==> src/rtl/kws_hit_confirm.sv <==
// kws_hit_confirm: keyword hit confirmation stage behind the DP-matching decision.
// Confirms a keyword after HIT_MIN rising edges of `result`. Consecutive edges may be
// at most GAP_MAX cycles apart, and all of them must fall inside one VAD segment.
// A confirmation produces a one-cycle detect_pulse and holds detect_led high for
// HOLD_CYCLES cycles. Further detections are then locked out until the VAD segment ends.
// Optional feature macro: KWS_DET_CNT_EN. When it is defined, det_cnt_o counts
// detections and saturates at 16'hFFFF. When it is undefined, det_cnt_o is tied to zero.
module kws_hit_confirm #(
  parameter int BIT         = 32,
  parameter int HIT_MIN     = 2,
  parameter int GAP_MAX     = 500000,
  parameter int HOLD_CYCLES = 5000000
) (
  input  logic              clk,
  input  logic              reset,
  input  logic              result,
  input  logic              vad_in,
  input  logic [BIT+12:0]   scr_i,
  input  logic [6:0]        len_i,
  output logic              detect_pulse,
  output logic              detect_led,
  output logic [1:0]        state_o,
  output logic [BIT+12:0]   hit_scr_o,
  output logic [6:0]        hit_len_o,
  output logic [15:0]       det_cnt_o
);

  localparam int HIT_W  = $clog2(HIT_MIN + 1);
  localparam int GAP_W  = $clog2(GAP_MAX + 1);
  localparam int HOLD_W = $clog2(HOLD_CYCLES + 1);

  // Last count value before a hit confirms, the window expires, or the hold ends.
  localparam logic [HIT_W-1:0]  HIT_LAST  = HIT_W'(HIT_MIN - 1);
  localparam logic [HIT_W-1:0]  HIT_SAT   = HIT_W'(HIT_MIN);
  localparam logic [GAP_W-1:0]  GAP_LAST  = GAP_W'(GAP_MAX - 1);
  localparam logic [HOLD_W-1:0] HOLD_LAST = HOLD_W'(HOLD_CYCLES - 1);

  typedef enum logic [1:0] {
    IDLE     = 2'd0,
    ARMED    = 2'd1,
    HOLD     = 2'd2,
    COOLDOWN = 2'd3
  } state_t;

  state_t              state_reg, state_next;
  logic                result_q;
  logic [HIT_W-1:0]    hit_cnt_reg, hit_cnt_next;
  logic [GAP_W-1:0]    gap_cnt_reg, gap_cnt_next;
  logic [HOLD_W-1:0]   hold_cnt_reg, hold_cnt_next;
  logic                pulse_reg, pulse_next;
  logic                led_reg, led_next;
  logic [BIT+12:0]     hit_scr_reg, hit_scr_next;
  logic [6:0]          hit_len_reg, hit_len_next;
  logic                hit;

  // A hit is a rising edge of the DP match level, so a held-high result counts once.
  assign hit = result & ~result_q;

  // State and datapath registers. The edge detector runs in every state.
  always_ff @(posedge clk or posedge reset) begin
    if (reset) begin
      state_reg    <= IDLE;
      result_q     <= 1'b0;
      hit_cnt_reg  <= '0;
      gap_cnt_reg  <= '0;
      hold_cnt_reg <= '0;
      pulse_reg    <= 1'b0;
      led_reg      <= 1'b0;
      hit_scr_reg  <= '0;
      hit_len_reg  <= '0;
    end else begin
      state_reg    <= state_next;
      result_q     <= result;
      hit_cnt_reg  <= hit_cnt_next;
      gap_cnt_reg  <= gap_cnt_next;
      hold_cnt_reg <= hold_cnt_next;
      pulse_reg    <= pulse_next;
      led_reg      <= led_next;
      hit_scr_reg  <= hit_scr_next;
      hit_len_reg  <= hit_len_next;
    end
  end

  // Next-state logic: arm on VAD, count spaced edges, confirm, hold the LED, then lock out.
  always_comb begin
    state_next    = state_reg;
    hit_cnt_next  = hit_cnt_reg;
    gap_cnt_next  = gap_cnt_reg;
    hold_cnt_next = hold_cnt_reg;
    pulse_next    = 1'b0;
    led_next      = led_reg;
    hit_scr_next  = hit_scr_reg;
    hit_len_next  = hit_len_reg;

    case (state_reg)
      IDLE: begin
        led_next = 1'b0;
        if (vad_in) begin
          state_next   = ARMED;
          hit_cnt_next = '0;
          gap_cnt_next = '0;
        end
      end

      ARMED: begin
        if (!vad_in) begin
          // The segment has ended. Any edge seen in this same cycle is discarded.
          state_next   = IDLE;
          hit_cnt_next = '0;
          gap_cnt_next = '0;
        end else if (hit && (hit_cnt_reg >= HIT_LAST)) begin
          state_next    = HOLD;
          hit_cnt_next  = HIT_SAT;
          gap_cnt_next  = '0;
          hold_cnt_next = '0;
          pulse_next    = 1'b1;
          led_next      = 1'b1;
          hit_scr_next  = scr_i;
          hit_len_next  = len_i;
        end else if (hit) begin
          hit_cnt_next = hit_cnt_reg + 1'b1;
          gap_cnt_next = '0;
        end else if (hit_cnt_reg != '0) begin
          if (gap_cnt_reg == GAP_LAST) begin
            // The window has expired, so counting starts again from the next edge.
            hit_cnt_next = '0;
            gap_cnt_next = '0;
          end else begin
            gap_cnt_next = gap_cnt_reg + 1'b1;
          end
        end
      end

      HOLD: begin
        if (hold_cnt_reg == HOLD_LAST) begin
          led_next   = 1'b0;
          state_next = vad_in ? COOLDOWN : IDLE;
        end else begin
          led_next      = 1'b1;
          hold_cnt_next = hold_cnt_reg + 1'b1;
        end
      end

      COOLDOWN: begin
        if (!vad_in) begin
          state_next = IDLE;
        end
      end

      default: begin
        state_next = IDLE;
      end
    endcase
  end

  assign detect_pulse = pulse_reg;
  assign detect_led   = led_reg;
  assign state_o      = state_reg;
  assign hit_scr_o    = hit_scr_reg;
  assign hit_len_o    = hit_len_reg;

`ifdef KWS_DET_CNT_EN
  logic [15:0] det_cnt_reg;

  // Saturating detection counter. It advances once per strobe and is cleared only by reset.
  always_ff @(posedge clk or posedge reset) begin
    if (reset) begin
      det_cnt_reg <= '0;
    end else if (pulse_reg && (det_cnt_reg != 16'hFFFF)) begin
      det_cnt_reg <= det_cnt_reg + 16'd1;
    end
  end

  assign det_cnt_o = det_cnt_reg;
`else
  assign det_cnt_o = 16'd0;
`endif

endmodule
==> config.mk <==
export PLATFORM = sky130hd
export DESIGN_NAME = kws_hit_confirm
export DESIGN_NICKNAME = d
export VERILOG_FILES = /design/src/rtl/kws_hit_confirm.sv
export SDC_FILE = /design/constraint.sdc
export NUM_CORES = 1
export LEC_CHECK = 0
export CAP_MARGIN = 30
export CORE_MARGIN = 2
export CORE_UTILIZATION = 30
export DETAILED_ROUTE_END_ITERATION = 16
export PLACE_DENSITY = 0.54
export SLEW_MARGIN = 20
export SYNTH_ARGS = -nofsm -noshare
export SYNTH_HDL_FRONTEND = slang
export SYNTH_SLANG_ARGS = --single-unit
export TNS_END_PERCENT = 5
==> constraint.sdc <==
create_clock -name clk -period 7.6 [get_ports clk]
set_input_delay 1.9 -clock clk [delete_from_list [all_inputs] [get_ports clk]]
set_output_delay 1.9 -clock clk [all_outputs]
set_load 0.01 [all_outputs]
==> parameters.txt <==
Parameter                              Value

Cells and area
  Net count reported at finish ... 600
  Final core utilization ... 40.5%
  Post-layout instance area ... 0.00641 mm^2
  Area growth, synth to finish ... 32.9%
  Flip-flop count of the largest register, all copies and words added ... 45
  Fraction of final layout cells sized beyond drive strength 1 ... 15.9%
  Commonest non-fill, non-tap cells in the layout ... sky130_fd_sc_hd__clkdlybuf4s50_1 (111), sky130_fd_sc_hd__dfrtp_1 (101), sky130_fd_sc_hd__mux2_2 (53)
  Count of placed standard cells in the final layout, fillers left out ... 756
  Commonest non-fill, non-tap cell in the layout ... sky130_fd_sc_hd__clkdlybuf4s50_1
  Number of antenna repair diodes ... 0
  Filler cell count ... 1508

Power and ir drop
  Worst VDD drop ... 0.147 mV
  Total power ... 1.95 mW
  Proportion of power drawn by the clock network ... 23.0%
  Net switching fraction of the power ... 31.2%
  P_sw ... 0.609 mW
  Power density over the cells ... 304 mW/mm^2
  Relative contribution of sequential cells to total power ... 39.8%
  Internal power component ... 1.34 mW
  Static leakage ... 2.72 nW
  Share of power burned in combinational logic ... 37.2%

Yosys
  Yosys top cell by area ... sky130_fd_sc_hd__dfrtp_1
  Area contributors post-synth ... sky130_fd_sc_hd__dfrtp_1 (52%), sky130_fd_sc_hd__mux2_2 (12%), sky130_fd_sc_hd__xor2_1 (2.9%), sky130_fd_sc_hd__buf_4 (2.5%), sky130_fd_sc_hd__ha_1 (2.3%)
  Count of distinct cell types in the synthesized netlist ... 47
  FFs w/ async S/R, synth ... 100%
  Number of flops mapped to enable cells by yosys ... 0
  Post-Syn Instances ... 424
  Number of warnings printed during yosys synthesis ... 0
  Post-synthesis average cell area ... 11.4 um^2
  Top flip-flop cell by instance count after synthesis ... sky130_fd_sc_hd__dfrtp_1
  Share of Yosys cell area claimed by the top area cell type ... 52.4%
  Sequential element share of the synthesized area ... 52.4%
  Flops & latches, synth ... 101
  Area of the mapped netlist ... 0.00482 mm^2

Detailed routing
  DR WL met2 ... 4.59 mm
  First-iteration detailed-routing DRC count ... 151
  Vias after detailed routing ... 3590
  Wire length the detailed router placed on met1 ... 4.87 mm
  Uppermost metal layer occupied by signal nets ... met4
  WL met3 ... 918 um
  Drt first pass iters ... 4
  Detailed-route DRC error count ... 0
  Vias per cell ... 4.75
  Final ANT Viol Nets ... 0
  Total routed wirelength ... 10.6 mm
  Average wire per standard cell ... 14.0 um

Global routing
  Vias in the first global route ... 3589
  Largest net degree at the start of global routing ... 55
  Number of antenna violations at the first check in global routing ... 0
  Global routing usage summed across all routing layers ... 13.1%
  Global-route wire length before repair ... 17.7 mm
  Total congestion overflow after global routing ... 0

Timing
  Setup TNS after final layout ... 0 ns
  Final clock skew ... 0.00956 ns
  Count of final setup violators ... 0
  Maximum operating frequency ... 271 MHz
  Hold slack final ... 0.507 ns
  RSZ-0062 raised after global routing ... false
  Final critical-path required period ... 3.69 ns
  Post-layout worst setup margin ... 3.91 ns
  Slew at the pin closest to its max-slew limit ... 0.725 ns
  Worst slew slack as a fraction of its limit ... 51.6%
  Count of endpoints failing hold in the final timing report ... 0
  Final cycle utilization of the critical path ... 48.5%
  Number of pins with negative max-slew slack in the final report ... 0

Critical path
  Worst reg2reg path startpoint ... state_o[1]
  Depth of the worst register-to-register path ... 6
  Number of stages on the worst setup path ... 5
  CP Launch Type ... primary input
  Critical path fanouts, max ... 54
  Critical Path Max Stage Delay ... 0.58 ns
  CP Class ... primary input to flop
  Slack of the worst reg-to-reg path ... 5.15 ns
  Arrival time reported for the critical path endpoint ... 3.92 ns
  Critical path's top delay family ... buffers and inverters
  Bufs and invs on worst path ... 2
  Critical Path, Cell by Cell ... clkdlybuf4s50_1, nand4b_1, nor2_4, buf_4, mux2_2
  Worst r2r dst ... hit_scr_o[10]
  Kind of end point of the critical path ... flop
  End point of the critical path ... hit_scr_o[10]
  Worst Setup SP ... vad_in
  Cell with the largest stage delay on the worst path ... sky130_fd_sc_hd__clkdlybuf4s50_1
  Endpoint required time on the critical path ... 7.84 ns

Job
  Max-cap viol count ... 0

Clock network
  Worst skew pair latency ... 0.36 ns
  Post-CTS setup-driven buffer insertion count ... 0
  Number of CTS-inserted buffers ... 9
  PostCTS Resize Cnt ... 0
  TritonCTS Sinks ... 101
  CTS tree ... done
  Post-cts hold buffer count ... 0
  Clock transition time at the flip-flop clock pins of the worst setup and hold paths ... 0.07 ns
  CTS root buf ... sky130_fd_sc_hd__clkbuf_16
  H-tree lvl count ... 3
  Maximum clock path buffer count ... 2

Floorplan
  Area of the die ... 0.0171 mm^2
  Initial core utilization ... 30.5%
  Die X ... 131 um
  Placeable core region ... 0.0158 mm^2
  DIE HEIGHT ... 131 um
  Boundary Pins ... 128
  Standard-cell row count ... 46

Min path
  Hold crit path type ... flop to flop
  Worst hold path stage count ... 1

Placement
  Count of port buffers added during placement ... 111
  Detailed placement HPWL ... 7.47 mm
  Post-placement cell count ... 739
  Placement Setup Slack ... 3.56 ns
  Cell area reported after detailed placement ... 0.00611 mm^2
  Placer Congestion ... 0.762

Outcome
  Result of the run ... completed
per-layer routing:
layer,global-route usage (%),vias to the layer above
li1,-,1707
met1,17.8,1760
met2,18.4,111
met3,5.09,12
met4,5.94,0
met5,0,-
worst min path at each step:
| stage | end | slack, ns | from |
|---|---|---|---|
| after detailed placement | hit_scr_o[19] | 0.49 | hit_scr_o[19] |
| after CTS | hit_scr_o[11] | 0.51 | hit_scr_o[11] |
| after floorplan | gap_cnt_reg[1] | 0.47 | gap_cnt_reg[1] |
| after global routing | hit_scr_o[7] | 0.53 | hit_scr_o[7] |
| final | hit_scr_o[5] | 0.51 | hit_scr_o[5] |
| after global placement | hit_len_o[0] | 0.49 | hit_len_o[0] |
kinds of logic after synthesis:
group	Yosys count	share of synthesized area (%)
flops	101	52.4
xor+xnor	20	3.63
buf+inv	41	4.95
compound gates	55	7.16
mux	58	13.5
simple gates	139	15.9
fa+ha+maj	9	2.33
other cells	1	0.0777
cell type report:
| cell class | instances | area (um^2) | area share, % |
|---|---|---|---|
| Clock buffer | 10 | 229 | 3.57 |
| Clock inverter | 6 | 55.1 | 0.859 |
| Inverter | 10 | 40.0 | 0.625 |
| Multi-Input combinational cell | 297 | 2120 | 33.1 |
| Sequential cell | 101 | 2530 | 39.4 |
| Tap cell | 216 | 270 | 4.22 |
| Timing Repair Buffer | 116 | 1170 | 18.2 |
power by group through the flow:
stage	sequential (mW)	clock, mW	combinational, mW
floorplan	0.843	0	0.299
global placement	0.779	0	0.721
detailed placement	0.783	0	0.730
CTS	0.778	0.470	0.734
global route	0.798	0.486	0.789
finish	0.775	0.449	0.726
synthesized netlist by cell type, types with 4 or more instances:
cell type                  number
sky130_fd_sc_hd__xor2_1        16
sky130_fd_sc_hd__nand2_1       26
sky130_fd_sc_hd__or4_1          7
sky130_fd_sc_hd__ha_1           9
sky130_fd_sc_hd__nor3_1         4
sky130_fd_sc_hd__mux2i_1        4
sky130_fd_sc_hd__nor2_1        29
sky130_fd_sc_hd__and2_1         4
sky130_fd_sc_hd__nand3_1       17
sky130_fd_sc_hd__a21oi_1       18
sky130_fd_sc_hd__buf_2          8
sky130_fd_sc_hd__nand4_1       12
sky130_fd_sc_hd__and3_1         8
sky130_fd_sc_hd__buf_4         16
sky130_fd_sc_hd__dfrtp_1      101
sky130_fd_sc_hd__or3_1         12
sky130_fd_sc_hd__xnor2_1        4
sky130_fd_sc_hd__o31ai_1        6
sky130_fd_sc_hd__clkbuf_1       5
sky130_fd_sc_hd__inv_1         10
sky130_fd_sc_hd__o21ai_0       16
sky130_fd_sc_hd__mux2_2        53
Power figures use the tool's default switching activity.
==> RTL edit: new RTL, same settings <==
Register the inputs `result`, `vad_in`, `scr_i` and `len_i` before use, cleared by the reset. The logic sees them one clock later.
--- a/src/rtl/kws_hit_confirm.sv
+++ b/src/rtl/kws_hit_confirm.sv
@@ -44,2 +44,21 @@
 
+  logic result_r;
+  logic vad_q;
+  logic [BIT+12:0] scr_q;
+  logic [6:0] len_q;
+
+  always_ff @(posedge clk or posedge reset) begin
+    if (reset) begin
+      result_r <= '0;
+      vad_q    <= '0;
+      scr_q    <= '0;
+      len_q    <= '0;
+    end else begin
+      result_r <= result;
+      vad_q    <= vad_in;
+      scr_q    <= scr_i;
+      len_q    <= len_i;
+    end
+  end
+
   state_t              state_reg, state_next;
@@ -56,3 +75,3 @@
   // A hit is a rising edge of the DP match level, so a held-high result counts once.
-  assign hit = result & ~result_q;
+  assign hit = result_r & ~result_q;
 
@@ -72,3 +91,3 @@
       state_reg    <= state_next;
-      result_q     <= result;
+      result_q     <= result_r;
       hit_cnt_reg  <= hit_cnt_next;
@@ -97,3 +116,3 @@
         led_next = 1'b0;
-        if (vad_in) begin
+        if (vad_q) begin
           state_next   = ARMED;
@@ -105,3 +124,3 @@
       ARMED: begin
-        if (!vad_in) begin
+        if (!vad_q) begin
           // The segment has ended. Any edge seen in this same cycle is discarded.
@@ -117,4 +136,4 @@
           led_next      = 1'b1;
-          hit_scr_next  = scr_i;
-          hit_len_next  = len_i;
+          hit_scr_next  = scr_q;
+          hit_len_next  = len_q;
         end else if (hit) begin
@@ -136,3 +155,3 @@
           led_next   = 1'b0;
-          state_next = vad_in ? COOLDOWN : IDLE;
+          state_next = vad_q ? COOLDOWN : IDLE;
         end else begin
@@ -144,3 +163,3 @@
       COOLDOWN: begin
-        if (!vad_in) begin
+        if (!vad_q) begin
           state_next = IDLE;
Function: changed (Yosys sat finds a counterexample within 4 cycles, from zero or initial values and one cycle with reset high).
==> RTL edit against the original RTL <==
  * Combinational power rose by 13%
  * Total power rose by 43%
  * Sequential cell count rose by 54
  * Register-to-register slack got worse by 130 ps
  * Setup slack improved by 340 ps
  * Synthesized cell count rose by 45%
  * Cell count rose by 34%
  * Wire length rose by 29%
  * Synthesized area rose by 32%
  * Die area rose by 31%
  * Design area rose by 30%
  * Largest cell class unchanged
  * Highest routed layer unchanged
==> RTL edit: results (changes against the original RTL) <==
[synth]
synth_common_cells=nand2_1, dfrtp_1, nor2_1, nand3_1, inv_1  ; was dfrtp_1, mux2_2, nor2_1, nand2_1, a21oi_1
synth_ff_type=dfrtp_1  ; unchanged
ys_top_cells_by_area=dfrtp_1, nand2_1, buf_4, nand4_1, nand3_1  ; was dfrtp_1, mux2_2, xor2_1, buf_4, ha_1
ys_types=57  ; was 47
yosysWarnings=0  ; unchanged
ys_seq_area_frac=0.610  ; was 0.524
ys_async_sr_fraction=1.00  ; unchanged

[power]
peakVddDrop_uv=203  ; was 147 µV
p_leak_nw=3.85  ; was 2.72 nW

[sta]
slew_violations=0  ; unchanged
max_slew_margin=0.427  ; was 0.516
hold_slack_ps=430  ; was 507 ps
skew_ps=8.35  ; was 9.56 ps

[grt]
grt_pass1_wl_um=23200  ; was 17,700 µm
grt_max_degree=85  ; was 55
track_usage=0.130  ; was 0.131
grt_pass1_vias=4480  ; was 3,589
antenna_found_initial=0  ; unchanged

[clocking]
cts_resized=0  ; unchanged
cts_root_buf=clkbuf_16  ; unchanged
clkSlewWorstSetupHoldPaths_ps=70  ; about the same
worstSkewPairLatency_ps=430  ; was 360 ps
numCtsBuffers=17  ; was 9
clock_path_buffers=2  ; unchanged
cts_setup_buffers=0  ; unchanged
htreeDepth=4  ; was 3

[cells_and_area]
finalNetCount=793  ; was 600
num_antenna_cells=0  ; unchanged
nFillCells=2041  ; was 1,508
drive_above_1_share=0.0823  ; was 0.159

[place]
gp_congestion=0.786  ; was 0.762
place_hpwl_um=9030  ; was 7470 µm
placement.io_buffers=111  ; unchanged

[drt]
wl_met2_um=5910  ; was 4590 µm
drt_first_iter_violations=210  ; was 151
wl_met1_um=6520  ; was 4870 µm
firstDrtPassIters=6  ; was 4
vias=4558  ; was 3,590
top_layer=met4  ; unchanged
drt-total-wl_um=13700  ; was 10,600 µm
met3_length_um=1070  ; was 918 µm

[hold_path]
hold_class=flop to flop  ; unchanged

[critical_path]
crit_fanout=84  ; was 54
max_stage_delay_ps=790  ; was 580 ps
crit_slowest_cell=buf_4  ; was clkdlybuf4s50_1
arrival_ps=3780  ; was 3920 ps

[status]
status=completed  ; unchanged

RTL edit: path summary, 6_finish.rpt:
kind,start,endpoint,slack (ps),depth (start not counted)
setup / recovery,reset,gap_cnt_reg[16]$_DFFE_PP0P_,4260,3
setup reg to reg,state_o[0]$_DFFE_PP0P_,gap_cnt_reg[5]$_DFFE_PP0P_,5020,6
min in group asynchronous,reset,len_q[6]$_DFF_PP0_,1990,2
hold / removal,scr_q[6]$_DFF_PP0_,hit_scr_o[6]$_DFFE_PP0P_,430,2
hold reg to reg,scr_q[6]$_DFF_PP0_,hit_scr_o[6]$_DFFE_PP0P_,430,2
max in group clk,state_o[1]$_DFFE_PP0P_,state_o[1],4260,1
RTL edit: report_power, final:
group          internal (W)  total (W)  switching [W]
Combinational      0.000405   0.000824       0.000419
Sequential         0.000994    0.00110       0.000101
Clock              0.000497   0.000864       0.000368
RTL edit: routing by layer:
| layer | GRT usage | vias up |
|---|---|---|
| met5 | 0 | - |
| met4 | 0.0471 | 0 |
| met3 | 0.0552 | 15 |
| met2 | 0.187 | 101 |
| met1 | 0.175 | 2187 |
| li1 | - | 2255 |
RTL edit: logic make-up (layout without fill, tap and decap cells):
| group | count (synthesis) | count (layout) | share of synthesized area |
|---|---|---|---|
| and+or+nand+nor | 316 | 316 | 0.235 |
| DFF | 155 | 155 | 0.610 |
| buffers and inverters | 57 | 169 | 0.0435 |
| AOI/OAI and AO/OA | 48 | 48 | 0.0529 |
| xor gates and xnor gates | 21 | 21 | 0.0289 |
| adders and majority gates | 9 | 9 | 0.0177 |
| muxes | 7 | 7 | 0.0120 |
| other | 1 | 16 | 0.000590 |
RTL edit: through the flow:
step | instance area [µm²] | worst slack, ps | instances
final | 8330 | 4260 | 1016
after global routing | 8330 | 3960 | 1016
after CTS | 8310 | 4130 | 1015
after detailed placement | 7710 | 3660 | 983
after global placement | 7710 | 3630 | 983
after floorplan | 6420 | 1520 | 629
RTL edit: layout make-up:
cell class,count,area (µm²),share of cell area
Clock inverter,15,176,0.0212
Timing Repair Buffer,116,1160,0.139
Inverter,21,83.8,0.0101
Sequential cell,155,3880,0.465
Tap cell,275,344,0.0413
Multi-Input combinational cell,417,2260,0.272
Clock buffer,17,425,0.0511
RTL edit: critical path, delay by kind of cell:
| family | cells | cell delay, ps |
|---|---|---|
| buffers and inverters | 3 | 1820 |
